File: src/rtl/cache_types.sv
// Shared types and geometry for the cache subsystem: adaptor FSM states and
// line/burst sizing used by cacheline_adaptor, cache_control and cache_datapath.
package cache_types;

  localparam int LINE_W   = 128;
  localparam int BURST_W  = 32;
  localparam int ADDR_W   = 16;
  localparam int BEATS    = LINE_W / BURST_W;
  localparam int OFFSET_W = $clog2(LINE_W / 8);
  localparam int CNT_W    = $clog2(BEATS);

  typedef enum logic [1:0] {
    IDLE,
    READ,
    WRITE,
    DONE
  } adaptor_state_t;

endpackage

File: src/rtl/cacheline_adaptor_if.sv
// Bus bundle around the line adaptor: cache-side pmem_* signals and memory-side mem_*
// burst signals. The adaptor uses the slave view; the cache/memory environment uses master.
interface cacheline_adaptor_if;
  import cache_types::*;

  logic [ADDR_W-1:0]  pmem_address;
  logic               pmem_read;
  logic               pmem_write;
  logic [LINE_W-1:0]  pmem_wdata;
  logic [LINE_W-1:0]  pmem_rdata;
  logic               pmem_resp;

  logic [ADDR_W-1:0]  mem_address;
  logic               mem_read;
  logic               mem_write;
  logic [BURST_W-1:0] mem_burst_o;
  logic [BURST_W-1:0] mem_burst_i;
  logic               mem_resp;

  modport master (
    output pmem_address, pmem_read, pmem_write, pmem_wdata, mem_burst_i, mem_resp,
    input  pmem_rdata, pmem_resp, mem_address, mem_read, mem_write, mem_burst_o
  );

  modport slave (
    input  pmem_address, pmem_read, pmem_write, pmem_wdata, mem_burst_i, mem_resp,
    output pmem_rdata, pmem_resp, mem_address, mem_read, mem_write, mem_burst_o
  );

endinterface

File: src/rtl/line_shift_reg.sv
// One cache line of storage: parallel load of a whole line, beat-indexed write
// of incoming burst data, and a beat-indexed read mux for outgoing bursts.
module line_shift_reg
  import cache_types::*;
(
  input  logic               clk,
  input  logic               rst_n,
  input  logic               load,
  input  logic [LINE_W-1:0]  load_data,
  input  logic               beat_we,
  input  logic [CNT_W-1:0]   beat_idx,
  input  logic [BURST_W-1:0] beat_wdata,
  output logic [LINE_W-1:0]  line,
  output logic [BURST_W-1:0] beat_rdata
);

  logic [LINE_W-1:0] line_q;

  // NOTE: the line buffer is reset on purpose -- pmem_rdata exposes it directly and must read 0 out of reset.
  always_ff @(posedge clk or negedge rst_n) begin
    if (!rst_n) begin
      line_q <= '0;
    end else if (load) begin
      line_q <= load_data;
    end else if (beat_we) begin
      line_q[beat_idx*BURST_W +: BURST_W] <= beat_wdata;
    end
  end

  assign line       = line_q;
  assign beat_rdata = line_q[beat_idx*BURST_W +: BURST_W];

endmodule

File: src/rtl/cacheline_adaptor.sv
// Bridges whole-line cache requests to a BEATS-beat burst memory port.
// Optional feature macro: ADAPTOR_PERF_EN adds saturating read/write line counters.
module cacheline_adaptor
  import cache_types::*;
(
  input  logic                clk,
  input  logic                rst_n,
  cacheline_adaptor_if.slave  bus
`ifdef ADAPTOR_PERF_EN
  ,
  output logic [15:0]         perf_rd_lines,
  output logic [15:0]         perf_wr_lines
`endif
);

  adaptor_state_t     state, next_state;
  logic [CNT_W-1:0]   cnt;
  logic [ADDR_W-1:0]  mem_address_q;
  logic [LINE_W-1:0]  line;
  logic [BURST_W-1:0] beat_rdata;
  logic               unused_addr_bits;

  assign unused_addr_bits = ^bus.pmem_address[OFFSET_W-1:0];

  // NOTE: sequential state uses non-blocking assignments so every flop samples pre-edge values.
  always_ff @(posedge clk or negedge rst_n) begin
    if (!rst_n) state <= IDLE;
    else        state <= next_state;
  end

  // NOTE: every output of this block gets a default first, so no path can infer a latch.
  always_comb begin
    next_state    = state;
    bus.mem_read  = 1'b0;
    bus.mem_write = 1'b0;
    bus.pmem_resp = 1'b0;
    unique case (state)
      IDLE: begin
        // Read and write together is illegal; the write is the one honoured.
        if (bus.pmem_write)     next_state = WRITE;
        else if (bus.pmem_read) next_state = READ;
      end
      READ: begin
        bus.mem_read = 1'b1;
        if (bus.mem_resp && cnt == CNT_W'(BEATS - 1)) next_state = DONE;
      end
      WRITE: begin
        bus.mem_write = 1'b1;
        if (bus.mem_resp && cnt == CNT_W'(BEATS - 1)) next_state = DONE;
      end
      DONE: begin
        bus.pmem_resp = 1'b1;
        next_state    = IDLE;
      end
      default: next_state = IDLE;
    endcase
  end

  // Beat counter wraps to 0 after the last beat; DONE clears it again for safety.
  always_ff @(posedge clk or negedge rst_n) begin
    if (!rst_n) begin
      cnt <= '0;
    end else if ((state == READ || state == WRITE) && bus.mem_resp) begin
      cnt <= cnt + 1'b1;
    end else if (state == DONE) begin
      cnt <= '0;
    end
  end

  always_ff @(posedge clk or negedge rst_n) begin
    if (!rst_n) begin
      mem_address_q <= '0;
    end else if (state == IDLE && (bus.pmem_read || bus.pmem_write)) begin
      mem_address_q <= {bus.pmem_address[ADDR_W-1:OFFSET_W], {OFFSET_W{1'b0}}};
    end
  end

  line_shift_reg u_line (
    .clk        (clk),
    .rst_n      (rst_n),
    .load       (state == IDLE && bus.pmem_write),
    .load_data  (bus.pmem_wdata),
    .beat_we    (state == READ && bus.mem_resp),
    .beat_idx   (cnt),
    .beat_wdata (bus.mem_burst_i),
    .line       (line),
    .beat_rdata (beat_rdata)
  );

  assign bus.mem_address = mem_address_q;
  assign bus.pmem_rdata  = line;
  assign bus.mem_burst_o = beat_rdata;

  always @(posedge clk) begin
    if (rst_n && state == IDLE)
      assert (!(bus.pmem_read && bus.pmem_write))
        else $warning("cacheline_adaptor: pmem_read and pmem_write both high in IDLE, write taken");
  end

`ifdef ADAPTOR_PERF_EN
  logic        is_write_q;
  logic [15:0] perf_rd_q, perf_wr_q;

  always_ff @(posedge clk or negedge rst_n) begin
    if (!rst_n) begin
      is_write_q <= 1'b0;
      perf_rd_q  <= '0;
      perf_wr_q  <= '0;
    end else begin
      if (state == IDLE) is_write_q <= bus.pmem_write;
      if (state == DONE) begin
        if (is_write_q) begin
          if (perf_wr_q != 16'hFFFF) perf_wr_q <= perf_wr_q + 16'd1;
        end else begin
          if (perf_rd_q != 16'hFFFF) perf_rd_q <= perf_rd_q + 16'd1;
        end
      end
    end
  end

  assign perf_rd_lines = perf_rd_q;
  assign perf_wr_lines = perf_wr_q;
`endif

endmodule

File: src/flat_wrapper.sv
// flat-port wrapper written by rule: the top's interface ports become plain ports
module cacheline_adaptor_flat import cache_types::*;
  (clk, rst_n, bus_pmem_address, bus_pmem_read, bus_pmem_write, bus_pmem_wdata, bus_mem_burst_i, bus_mem_resp, bus_pmem_rdata, bus_pmem_resp, bus_mem_address, bus_mem_read, bus_mem_write, bus_mem_burst_o);
  cacheline_adaptor_if bus_i ();
  input  logic clk;
  input  logic rst_n;
  input wire logic [$bits(bus_i.pmem_address)-1:0] bus_pmem_address;
  input wire logic [$bits(bus_i.pmem_read)-1:0] bus_pmem_read;
  input wire logic [$bits(bus_i.pmem_write)-1:0] bus_pmem_write;
  input wire logic [$bits(bus_i.pmem_wdata)-1:0] bus_pmem_wdata;
  input wire logic [$bits(bus_i.mem_burst_i)-1:0] bus_mem_burst_i;
  input wire logic [$bits(bus_i.mem_resp)-1:0] bus_mem_resp;
  output wire logic [$bits(bus_i.pmem_rdata)-1:0] bus_pmem_rdata;
  output wire logic [$bits(bus_i.pmem_resp)-1:0] bus_pmem_resp;
  output wire logic [$bits(bus_i.mem_address)-1:0] bus_mem_address;
  output wire logic [$bits(bus_i.mem_read)-1:0] bus_mem_read;
  output wire logic [$bits(bus_i.mem_write)-1:0] bus_mem_write;
  output wire logic [$bits(bus_i.mem_burst_o)-1:0] bus_mem_burst_o;
  assign bus_i.pmem_address = bus_pmem_address;
  assign bus_i.pmem_read = bus_pmem_read;
  assign bus_i.pmem_write = bus_pmem_write;
  assign bus_i.pmem_wdata = bus_pmem_wdata;
  assign bus_i.mem_burst_i = bus_mem_burst_i;
  assign bus_i.mem_resp = bus_mem_resp;
  assign bus_pmem_rdata = bus_i.pmem_rdata;
  assign bus_pmem_resp = bus_i.pmem_resp;
  assign bus_mem_address = bus_i.mem_address;
  assign bus_mem_read = bus_i.mem_read;
  assign bus_mem_write = bus_i.mem_write;
  assign bus_mem_burst_o = bus_i.mem_burst_o;
  cacheline_adaptor u_core (.clk(clk), .rst_n(rst_n), .bus(bus_i));
endmodule
File: config.mk
export PLATFORM = sky130hd
export DESIGN_NAME = cacheline_adaptor_flat
export DESIGN_NICKNAME = d
export VERILOG_FILES = /design/src/rtl/cache_types.sv /design/src/rtl/cacheline_adaptor_if.sv /design/src/rtl/line_shift_reg.sv /design/src/rtl/cacheline_adaptor.sv /design/src/flat_wrapper.sv
export SDC_FILE = /design/constraint.sdc
export NUM_CORES = 1
export LEC_CHECK = 0
export ABC_AREA = 1
export CORE_ASPECT_RATIO = 1.1
export CORE_MARGIN = 2
export CORE_UTILIZATION = 30
export DETAILED_ROUTE_END_ITERATION = 16
export PLACE_DENSITY = 0.66
export SLEW_MARGIN = 20
export SYNTH_ARGS = -nofsm -noshare
export SYNTH_HDL_FRONTEND = slang
export SYNTH_SLANG_ARGS = --single-unit
File: constraint.sdc
create_clock -name clk -period 3.2 [get_ports clk]
set_clock_uncertainty 0.15 [all_clocks]
set_input_delay 0.64 -clock clk [delete_from_list [all_inputs] [get_ports clk]]
set_output_delay 0.64 -clock clk [all_outputs]
set_load 0.05 [all_outputs]
==> impl_metrics.ini, run 1 <==
[status]
status = complete, no violations

[timing]
hold_viol = 0
maxSlewHeadroom_pct = 38.0
setup_violations = 0
worst_pin_slew_ns = 0.930
period_share_pct = 92.2
fmax_mhz = 339
slew_viol_final = 0
tns_ns = 0
rsz0062_at_grt = no
post-route-min-period_ns = 2.95

[floorplan]
coreArea_sq_mm = 0.0270
die_area_sq_mm = 0.0287
initial_core_util_pct = 30.5
die_h_um = 177
rows = 63
die_w_um = 162
pin_count = 360

[power]
power.density_mw_per_mm2 = 1340
power_w = 0.0169
power.leakage_nw = 5.64
vdd_drop_max_uv = 805

[final_layout]
final_cell_mix = clkdlybuf4s50_1 (318), nand2_1 (316), nor2_1 (257), nand3_1 (198), dfrtp_1 (143)
drive_gt1_share_pct = 7.11
n_antenna_cell = 0
mostFrequentLayoutCell = clkdlybuf4s50_1
layout.nets = 1697
syn_to_final_growth_pct = 53.6
fin_util_pct = 46.8

[drt]
drtIter0Drc = 670
avgRoutedWirePerCell_um = 18.5
vias = 9347
avgViaCountPerCell = 4.99
wl_um = 34700
drcViolationCount = 0
drtPass1Iterations = 5
ant_nets = 0

[placed_design]
place_hpwl_um = 24100
numPortBuffers = 351
finalWeightedCongestion = 0.863

[worst_setup_path]
cp.required_ns = 2.41
critPathKind = reg -> out
crit_path_start_kind = register
end_kind = primary output
crit_arrival_ns = 2.16
critical_path.max_fanout = 5

[cts]
cts_max_path_buffers = 2
ctsRootBufferMaster = clkbuf_16
clkSlewWorstSetupHoldPaths_ns = 0.07
cts-resized-gates = 0
h-tree-depth = 4
cts_setup_buffers = 0
cts_made_buffers = 17
clk_latency_ns = 0.41
hold_buffers = 0
cts.sinks = 144
cts_tree = done

[synthesis]
synth-xor-area-share_pct = 0
syn_area_per_cell_sq_um = 6.89
synth_top_family_by_area = simple AND/OR/NAND/NOR gates
synth_compound_area_share_pct = 7.38
synth_cells = 1192
synth_mux_area_share_pct = 0
synth.yosys.seq_area_share_pct = 43.9
yosysUniqueCellTypes = 21
synth_fa_ha_area_share_pct = 1.68
synth_warnings = 0
yosys.area_share.simple_pct = 39.3
syn_area_sq_mm = 0.00821
ys_ff_latch = 144

[global_routing]
grt_overflow = 0
grt_pass1_vias = 9096
grt_max_degree = 145
antenna_found_initial = 1
grtUsageTotal_pct = 23.9
grt_pass1_wl_um = 52800

[hold_path]
hold_path.class = in -> async

[run]
cap_violations = 0
## report_power, final
group,internal (W),total [W],switching (W),leakage (nW)
Clock,0.00128,0.00218,0.000896,0.308
Sequential,0.00271,0.00351,0.000798,1.77
Combinational,0.00337,0.0112,0.00786,3.56
Total,0.00736,0.0169,0.00955,5.64
## registers in the layout (all words and copies together) (netlist names)
register / flops
u_core.bus.mem_address: 12
u_core.cnt: 2
u_core.state: 2
u_core.u_line.line: 128
## layer usage
layer | vias to the layer above | global-route usage (%) | routed length (um)
li1 | 4445 | - | -
met1 | 4487 | 30.2 | 14600
met2 | 361 | 41.4 | 17100
met3 | 52 | 4.18 | 2170
met4 | 2 | 7.71 | 791
met5 | - | 0 | 13
## worst max-delay path, stage by stage, from the launching register on
cell	delay (ns)
dfrtp_1	0.42
inv_1	0.12
ha_1	0.29
clkdlybuf4s50_1	0.91
## synthesized netlist by cell type (all sizes together)
cell	n	area share (%)
nor2	262	12
buf	63	4.2
ha	11	1.7
nand3	200	12
nand2	318	15
inv	53	2.4
conb	1	0.046
o21ai	81	4.9
clkbuf	24	1.1
and2	3	0.23
o22ai	32	2.4
dfrtp	144	44
## stage by stage
step,cells,hold slack (ns),setup WS (ns),instance area [sq um]
after detailed placement,1843,0.323,0.435,12000
final,1875,0.160,0.248,12600
after global routing,1875,0.245,0.168,12600
after global placement,1843,0.318,0.464,12000
after CTS,1875,0.235,0.233,12600
after floorplan,1195,0.194,0.608,8220
## path summary, 6_finish.rpt
| check | from | end | slack [ns] | depth (start not counted) |
|---|---|---|---|---|
| worst min register to register | u_core.bus.mem_address[4] | u_core.bus.mem_address[4] | 0.34 | 2 |
| min in group clk | u_core.bus.mem_address[4] | u_core.bus.mem_address[4] | 0.34 | 2 |
| worst max-delay path | u_core.state[1] | bus_mem_read | 0.25 | 3 |
| worst min-delay path | rst_n | u_core.u_line.line[97] | 0.16 | 2 |
| max in group asynchronous | rst_n | u_core.cnt[0] | 1.97 | 2 |
| worst max register to register | u_core.state[0] | u_core.u_line.line[58] | 0.82 | 6 |
## logic make-up after synthesis
logic type	Yosys count
AO/OA/AOI/OAI	113
adder cells (fa/ha/maj)	11
buffers and inverters	140
flip-flops	144
other	1
AND/OR/NAND/NOR	783
## cell type report
| class | instances | area (sq um) |
|---|---|---|
| clock buffer | 18 | 439 |
| clock inverter | 14 | 193 |
| fill | 2685 | 14400 |
| inverter | 53 | 201 |
| multi-input combinational | 911 | 4010 |
| sequential | 144 | 3600 |
| tap | 357 | 447 |
| timing repair buffer | 378 | 3710 |
Power figures use the tool's default switching activity.
==> run 2: changes to the inputs <==
--- a/config.mk
+++ b/config.mk
@@ -10,7 +10,7 @@
 export CORE_MARGIN = 2
 export CORE_UTILIZATION = 30
 export DETAILED_ROUTE_END_ITERATION = 16
-export PLACE_DENSITY = 0.66
+export PLACE_DENSITY = 0.6
 export SLEW_MARGIN = 20
 export SYNTH_ARGS = -nofsm -noshare
 export SYNTH_HDL_FRONTEND = slang
==> impl_metrics.ini, run 2 (synthesized netlist as in run 1, its figures left out) <==
[status]
status = complete, no violations

[final_layout]
syn_to_final_growth_pct = 58.4
mostFrequentLayoutCell = clkdlybuf4s50_1
n_fill_cell = 2692
n_antenna_cell = 0
final_cell_mix = clkdlybuf4s50_1 (318), nand2_1 (314), nor2_1 (257), nand3_1 (198), dfrtp_1 (142)
layout.nets = 1697
drive_gt1_share_pct = 7.12
largest_reg_flops = 128
fin_util_pct = 48.2

[placed_design]
numPortBuffers = 351
place_hpwl_um = 24900
finalWeightedCongestion = 0.829

[worst_setup_path]
r2r_setup_slack_ns = 0.58
reg2reg_to = u_core.u_line.line[88]
cp.required_ns = 2.41
critical_path.max_fanout = 19
r2r_start = u_core.cnt[1]
critPathKind = reg -> out
end_kind = primary output
crit_path_start_kind = register
crit_arrival_ns = 2.21
reg2regPathDepth = 7

[floorplan]
die_area_sq_mm = 0.0287
die_w_um = 162
pin_count = 360
rows = 63
initial_core_util_pct = 30.5
die_h_um = 177
coreArea_sq_mm = 0.0270

[drt]
vias = 9344
wl_um = 36500
avgViaCountPerCell = 4.99
ant_nets = 0
avgRoutedWirePerCell_um = 19.5
drtIter0Drc = 695
drtPass1Iterations = 5
drcViolationCount = 0

[timing]
period_share_pct = 93.7
rsz0062_at_grt = no
hold_viol = 0
slew_viol_final = 0
post-route-min-period_ns = 3.00
setup_violations = 0
maxSlewHeadroom_pct = 35.0
fmax_mhz = 333
tns_ns = 0
worst_pin_slew_ns = 0.975

[global_routing]
use_met3_pct = 4.70
antenna_found_initial = 0
grt_overflow = 0
grt_pass1_wl_um = 54400
grt_use_met2_pct = 43.7
grt_max_degree = 74
grt_pass1_vias = 8943
grtUsageTotal_pct = 24.9
busiest_layer = met2
grt_use_met1_pct = 31.6

[power]
vdd_drop_max_uv = 779
power.density_mw_per_mm2 = 1390
power.leakage_nw = 5.76

[cts]
clkSlewWorstSetupHoldPaths_ns = 0.07
ctsRootBufferMaster = clkbuf_16
clk_latency_ns = 0.42
cts_made_buffers = 17
cts-resized-gates = 0
cts.sinks = 144
cts_max_path_buffers = 2
cts_tree = done
h-tree-depth = 4

[hold_path]
hold_depth = 2
worstHoldStart = u_core.bus.mem_address[5]
hold_path.class = reg -> reg
min_to = u_core.bus.mem_address[5]

[run]
cap_violations = 0
run 2: final cells by class:
cell class              instances  area, sq um  area share [%]
clock buffers                  18          429            3.30
clock inverters                13          188            1.44
inverters                      53          201            1.55
multi-input cells             911         4020            30.9
flip-flops and latches        144         3610            27.7
well taps                     357          447            3.43
repair buffers                378         4120            31.6
run 2: critical path: stages (launching register included):
cell and delay [ns]:
dfrtp_2 0.58, inv_1 0.22, buf_4 0.33, o21ai_0 0.14, o22ai_1 0.31, buf_12 0.19
run 2: metrics by stage:
step           total power, W  hold slack, ns  setup slack [ns]  cells  cell area [sq um]
2_1_floorplan          0.0108           0.194             0.608   1195               8220
3_3_place_gp           0.0158           0.319             0.435   1842              12400
3_5_place_dp           0.0159           0.322             0.411   1842              12400
4_1_cts                0.0181           0.338             0.239   1874              13000
5_1_grt                0.0189           0.356             0.156   1874              13000
6_report               0.0180           0.335             0.201   1874              13000
run 2: per-layer routing:
layer	vias to the layer above	routed length (um)
li1	4445	-
met5	-	0
met4	0	680
met1	4469	15400
met3	35	2340
met2	395	18100
run 2: how the worst max path moves through the flow:
stage	from	to	slack [ns]	cells after the start
after floorplan	u_core.cnt[0]	bus_mem_burst_o[0]	0.61	5
after global placement	bus_pmem_write	u_core.u_line.line[89]	0.44	7
after detailed placement	bus_pmem_write	u_core.u_line.line[95]	0.41	7
after CTS	u_core.cnt[1]	bus_mem_burst_o[13]	0.24	5
after global routing	u_core.cnt[1]	bus_mem_burst_o[7]	0.16	5
final	u_core.cnt[1]	bus_mem_burst_o[7]	0.20	5
run 2: repair_timing:
action                                  CTS  global route
endpoints found under the hold margin    21             0
hold buffers                              1             0
endpoints found under the setup margin    0             0
buffers inserted                          0             0
run 2: power by group:
| group | internal [W] | total [W] | switching [W] |
|---|---|---|---|
| registers | 0.00271 | 0.00356 | 0.000850 |
| clock network | 0.00131 | 0.00216 | 0.000858 |
| logic | 0.00422 | 0.0123 | 0.00809 |
| total | 0.00824 | 0.0180 | 0.00979 |
